--- src/rtl/dice_roll_capture_if.sv ---
// dice_roll_capture_if: button/face inputs and capture/statistics outputs of the dice roll capture block.
// The pips output exists only when DICE_PIPS_EN is defined.
interface dice_roll_capture_if #(
    parameter int TALLY_W = 8
);
    logic [2:0]         face;
    logic               btn;
    logic [2:0]         tally_sel;
    logic               roll_active;
    logic [2:0]         result;
    logic               result_valid;
    logic               bad_face;
    logic [TALLY_W-1:0] tally;
`ifdef DICE_PIPS_EN
    logic [6:0]         pips;
    modport master (output face, btn, tally_sel,
                    input roll_active, result, result_valid, bad_face, tally, pips);
    modport slave  (input face, btn, tally_sel,
                    output roll_active, result, result_valid, bad_face, tally, pips);
`else
    modport master (output face, btn, tally_sel,
                    input roll_active, result, result_valid, bad_face, tally);
    modport slave  (input face, btn, tally_sel,
                    output roll_active, result, result_valid, bad_face, tally);
`endif
endinterface

--- src/rtl/dice_roll_capture.sv ---
// dice_roll_capture: debounces the roll button, captures the live face on release and keeps saturating tallies.
// Optional 7-LED pips output enabled by defining DICE_PIPS_EN.
module dice_roll_capture #(
    parameter int DEB_CYC = 4,
    parameter int TALLY_W = 8
) (
    input logic                clock,
    input logic                reset_n,
    dice_roll_capture_if.slave bus
);
    typedef enum logic [1:0] {IDLE, ROLL, CAPTURE, HOLD} state_t;

    state_t             state_q, state_d;
    logic [1:0]         sync_q, sync_d;
    logic               btn_db_q, btn_db_d;
    logic [7:0]         deb_cnt_q, deb_cnt_d;
    logic [2:0]         result_q, result_d;
    logic               result_valid_q, result_valid_d;
    logic               bad_face_q, bad_face_d;
    logic [TALLY_W-1:0] tally_q [1:6];
    logic [TALLY_W-1:0] tally_d [1:6];
    logic               rise, fall, legal, cap;

    always_comb begin
        sync_d    = {sync_q[0], bus.btn};
        btn_db_d  = btn_db_q;
        deb_cnt_d = 8'd0;
        // A level change is accepted only after DEB_CYC consecutive differing samples
        if (sync_q[1] != btn_db_q) begin
            if (deb_cnt_q == 8'(DEB_CYC - 1)) btn_db_d = ~btn_db_q;
            else deb_cnt_d = deb_cnt_q + 8'd1;
        end
        rise    = btn_db_d & ~btn_db_q;
        fall    = ~btn_db_d & btn_db_q;
        state_d = state_q;
        case (state_q)
            IDLE, HOLD: state_d = rise ? ROLL : state_q;
            ROLL:       state_d = fall ? CAPTURE : ROLL;
            CAPTURE:    state_d = HOLD;
            default:    state_d = IDLE;
        endcase
        legal          = bus.face != 3'd0 && bus.face != 3'd7;
        cap            = state_q == CAPTURE;
        result_valid_d = cap & legal;
        result_d       = result_valid_d ? bus.face : result_q;
        bad_face_d     = bad_face_q | (cap & ~legal);
        for (int i = 1; i <= 6; i++)
            tally_d[i] = (result_valid_d && bus.face == 3'(i) && ~&tally_q[i]) ? tally_q[i] + TALLY_W'(1) : tally_q[i];
    end

    always_ff @(posedge clock or negedge reset_n) begin
        if (!reset_n) begin
            state_q        <= IDLE;
            sync_q         <= 2'b00;
            btn_db_q       <= 1'b0;
            deb_cnt_q      <= 8'd0;
            result_q       <= 3'd0;
            result_valid_q <= 1'b0;
            bad_face_q     <= 1'b0;
            for (int i = 1; i <= 6; i++) tally_q[i] <= '0;
        end else begin
            state_q        <= state_d;
            sync_q         <= sync_d;
            btn_db_q       <= btn_db_d;
            deb_cnt_q      <= deb_cnt_d;
            result_q       <= result_d;
            result_valid_q <= result_valid_d;
            bad_face_q     <= bad_face_d;
            for (int i = 1; i <= 6; i++) tally_q[i] <= tally_d[i];
        end
    end

    assign bus.roll_active  = state_q == ROLL;
    assign bus.result       = result_q;
    assign bus.result_valid = result_valid_q;
    assign bus.bad_face     = bad_face_q;
    assign bus.tally        = (bus.tally_sel != 3'd0 && bus.tally_sel != 3'd7) ? tally_q[bus.tally_sel] : '0;

`ifdef DICE_PIPS_EN
    logic [6:0] pips_q, pips_d;

    function automatic logic [6:0] pip_pattern(input logic [2:0] f);
        case (f)
            3'd1:    return 7'h08;
            3'd2:    return 7'h41;
            3'd3:    return 7'h49;
            3'd4:    return 7'h63;
            3'd5:    return 7'h6B;
            3'd6:    return 7'h77;
            default: return 7'h00;
        endcase
    endfunction

    // Show the spinning face while rolling, the captured result otherwise
    always_comb pips_d = pip_pattern(state_q == ROLL ? bus.face : result_q);

    always_ff @(posedge clock or negedge reset_n) begin
        if (!reset_n) pips_q <= 7'h00;
        else pips_q <= pips_d;
    end

    assign bus.pips = pips_q;
`endif
endmodule

--- src/flat_wrapper.sv ---
// flat-port wrapper written by rule: the top's interface ports become plain ports
module dice_roll_capture_flat 
#(
    parameter int DEB_CYC = 4,
    parameter int TALLY_W = 8
)
  (clock, reset_n, bus_face, bus_btn, bus_tally_sel, bus_roll_active, bus_result, bus_result_valid, bus_bad_face, bus_tally);
  dice_roll_capture_if #(.TALLY_W(TALLY_W)) bus_i ();
  input logic clock;
  input logic reset_n;
  input wire logic [$bits(bus_i.face)-1:0] bus_face;
  input wire logic [$bits(bus_i.btn)-1:0] bus_btn;
  input wire logic [$bits(bus_i.tally_sel)-1:0] bus_tally_sel;
  output wire logic [$bits(bus_i.roll_active)-1:0] bus_roll_active;
  output wire logic [$bits(bus_i.result)-1:0] bus_result;
  output wire logic [$bits(bus_i.result_valid)-1:0] bus_result_valid;
  output wire logic [$bits(bus_i.bad_face)-1:0] bus_bad_face;
  output wire logic [$bits(bus_i.tally)-1:0] bus_tally;
  assign bus_i.face = bus_face;
  assign bus_i.btn = bus_btn;
  assign bus_i.tally_sel = bus_tally_sel;
  assign bus_roll_active = bus_i.roll_active;
  assign bus_result = bus_i.result;
  assign bus_result_valid = bus_i.result_valid;
  assign bus_bad_face = bus_i.bad_face;
  assign bus_tally = bus_i.tally;
  dice_roll_capture #(.DEB_CYC(DEB_CYC), .TALLY_W(TALLY_W)) u_core (.clock(clock), .reset_n(reset_n), .bus(bus_i));
endmodule
--- config.mk ---
export PLATFORM = sky130hd
export DESIGN_NAME = dice_roll_capture_flat
export DESIGN_NICKNAME = d
export VERILOG_FILES = /design/src/rtl/dice_roll_capture_if.sv /design/src/rtl/dice_roll_capture.sv /design/src/flat_wrapper.sv
export SDC_FILE = /design/constraint.sdc
export NUM_CORES = 1
export LEC_CHECK = 0
export BUFFER_PORTS_ARGS = -buffer_cell sky130_fd_sc_hd__buf_2
export CORE_MARGIN = 4
export CORE_UTILIZATION = 45
export CTS_BUF_LIST = sky130_fd_sc_hd__clkbuf_4 sky130_fd_sc_hd__clkbuf_8 sky130_fd_sc_hd__clkbuf_16
export DETAILED_ROUTE_END_ITERATION = 8
export HOLD_SLACK_MARGIN = 0.05
export SLEW_MARGIN = 0
export SYNTH_ARGS = -nofsm -noshare
export SYNTH_HDL_FRONTEND = slang
export SYNTH_SLANG_ARGS = --single-unit
--- constraint.sdc ---
create_clock -name clock -period 4.1 [get_ports clock]
set_input_delay 0.205 -clock clock [delete_from_list [all_inputs] [get_ports clock]]
set_output_delay 0.205 -clock clock [all_outputs]
set_load 0.005 [all_outputs]
==> impl_metrics.ini <==
[outcome]
outcome = finished clean

[grt]
track_usage = 0.160
grt_busiest_layer = met1
met2_usage = 0.225
grt_pass1_wl_mm = 12.1
antenna_found_initial = 0
met3_usage = 0.0375
grt_pass1_vias = 2424
grt_overflow = 0
grt_use_met1 = 0.241
grt_max_degree = 67

[layout]
drive_above_1_share = 0.146
fin_nets = 376
antenna_cells = 0
final.fill_count = 715
area_delta_synth_final_pct = 11.0
final_cells = 465

[routing]
drt-total-wl_mm = 6.98
vias = 2506
first_pass_iters = 4
first_iter_violations = 96
post-route-drc-count = 0
antenna_left = 0
viasPerCell = 5.39
wl_per_cell_um = 15.0

[synth]
synth.top_cell.area_share = 0.467
synthAdderAreaFrac = 0.0319
synthXorXnorAreaFrac = 0.116
synth_compound_area_frac = 0.116
synth_area_leader_cell = dfrtp_1
synthMuxAreaShare = 0.0513
synth_nets = 354
ys_warn_count = 0
synth_cells = 336
syn_area_per_cell_um2 = 10.5
synth.ff_latch_count = 66
ys_seq_area_frac = 0.467
synth-simple-area-share = 0.194
synth_cell_types = 46
synth_area_leaders = dfrtp_1, xor2_1, xnor2_1
synth_top_family_by_area = simple AND/OR/NAND/NOR gates
netlist_area_mm2 = 0.00353

[timing]
finalSetupViolCount = 0
hold_viol_final = 0
min_period_over_period = 0.483
tns_ns = 0
fin_ws_ns = 2.12
skew_ns = 0.00621
fin_crit_ns = 1.98
fmax_ghz = 0.505
slew_viol_final = 0
tightest_slew_ns = 0.840
rsz0062_at_grt = no
relSlewSlack = 0.440

[worst_setup_path]
worstRegToRegCells = 5
endpoint_kind = output pin
path_delay_family = buffers and inverters
timing.rr.start = u_core.state_q[0]$_DFFE_PN0P_
rrSetupSlack_ns = 2.25
critPathLaunchType = input port
critPathKind = input port to output pin
cp.arrival_ns = 1.78
required_ns = 3.89
critPathBufInv = 2
worstReg2RegEnd = u_core.tally_q[25]$_DFFE_PN0P_
worst-path-max-fanout = 29
slowest_delay_ns = 0.50
path_cells = buf_2 > nor2b_1 > a21oi_1 > a21oi_1 > o21a_1 > buf_2
critical_path.slowest_cell = nor2b_1

[floorplanning]
ios = 23
die_w_um = 96.6
dieArea_mm2 = 0.00934
std_cell_rows = 32
die_height_um = 96.6
core_area_mm2 = 0.00769
start_util = 0.460

[power_and_ir_drop]
comb_power_share = 0.221
p_seq_frac = 0.492
leakage_nw = 1.80
p_int_mw = 1.24
power.share.switching = 0.316
finalPower_mw = 1.81
clock_power_share = 0.287
ir_worst_vdd_mv = 0.354
p_switching_mw = 0.571
powerDensity_mw_per_mm2 = 460

[cts]
clk_pin_slew_worst_paths_ns = 0.07
clk_path_buf_depth = 2
root_buffer = clkbuf_8
cts-resized-gates = 0
clkSinkCount = 66
cts_tree = built
cts_max_level = 3
cts_buffers = 9
clkLatencyLatePin_ns = 0.33
post_cts_buffers = 0

[placed_design]
dp_hpwl_mm = 4.87
dp_cells = 448
numPortBuffers = 22
gp_congestion = 0.809
dp_slack_ns = 2.10

[min_path]
min_path_type = input port to asynchronous set/reset pin

[flow_run]
maxCapViolations = 0
==> cells in the final DEF, fill, tap and decap left out, types with 8 or more instances in the layout <==
master	count
nand2_1	24
a21oi_1	19
xnor2_1	23
a211oi_1	8
xor2_1	24
and3_1	11
clkbuf_8	12
ha_1	9
mux2i_1	8
buf_2	22
nor2_1	18
dfrtp_1	66
nand4_1	13
nand3_1	19
nor2b_1	13
==> power groups by stage <==
stage	clock (mW)	sequential, mW	combinational [mW]
2_1_floorplan	0	0.871	0.290
3_3_place_gp	0	0.897	0.391
3_5_place_dp	0	0.899	0.406
4_1_cts	0.538	0.889	0.408
5_1_grt	0.566	0.909	0.463
6_report	0.519	0.889	0.399
==> synth_stat cells, drive strengths merged <==
cell and count:
dfrtp 66, nand2 24, xor2 24, xnor2 23, a21oi 19, nand3 19
nor2 18, nand4 13, nor2b 13, and3 11, ha 9, mux2 9
a211oi 8, mux2i 8, nor3 8, clkbuf 7, inv 7, o211ai 7
o21a 7, buf 6, o21ai 5, a41oi 3, and4 3, nor4 3
a31oi 2, nand2b 2, nand4b 2, nand4bb 2, a21o 1, a221oi 1
a22oi 1, a32oi 1, and4b 1, and4bb 1, nor4b 1, o22a 1
==> worst max-delay path by stage <==
stage                                              from                             to  slack [ns]  cells past startpoint
after floorplan           u_core.state_q[0]$_DFFE_PN0P_  u_core.tally_q[1]$_DFFE_PN0P_        2.44                      6
after global placement                 bus_tally_sel[1]                   bus_tally[2]        2.14                      6
after detailed placement               bus_tally_sel[1]                   bus_tally[0]        2.10                      6
after CTS                              bus_tally_sel[1]                   bus_tally[0]        2.11                      6
after global routing                   bus_tally_sel[1]                   bus_tally[2]        1.96                      6
final                                  bus_tally_sel[1]                   bus_tally[0]        2.12                      6
==> logic make-up after synthesis <==
group / Yosys count
simple gates: 121
flops: 66
compound gates: 56
xor+xnor: 47
buf+inv: 20
mux: 17
fa+ha+maj: 9
==> registers in the layout, summed over array words and instances (netlist names) <==
name,cells
u_core.bus.result,3
u_core.sync_q,2
u_core.deb_cnt_q,8
u_core.bus.bad_face,1
u_core.tally_q,48
u_core.bus.result_valid,1
u_core.btn_db_q,1
u_core.state_q,2
==> final cells by class <==
type                       count  area, um2  area share
clock buffer                  14        180      0.0459
clock inverter                 2       10.0     0.00255
inverter                       7       26.3     0.00669
multi-input combinational    250       1800       0.459
sequential                    66       1650       0.421
tap                          102        128      0.0325
timing repair buffer          24        128      0.0325
==> metrics by stage <==
| step | util | area (um2) | hold slack [ns] |
|---|---|---|---|
| 4_1_cts | 0.511 | 3930 | 0.0911 |
| 3_5_place_dp | 0.485 | 3720 | 0.323 |
| 3_3_place_gp | 0.485 | 3720 | 0.319 |
| 2_1_floorplan | - | 3530 | -0.0906 |
| 6_report | 0.511 | 3930 | 0.0630 |
| 5_1_grt | 0.511 | 3930 | 0.127 |
==> routing by layer <==
metal,vias up,wire (um)
li1,1248,-
met1,1205,3630
met2,45,3010
met3,8,271
met4,0,72
met5,-,0
==> what timing repair did <==
action                                 4_1_cts  5_1_grt
endpoints found under the hold margin        1        0
hold buffers                                 1        0
setup endpoints to repair                    0        0
(Power assumes the default switching activity.)
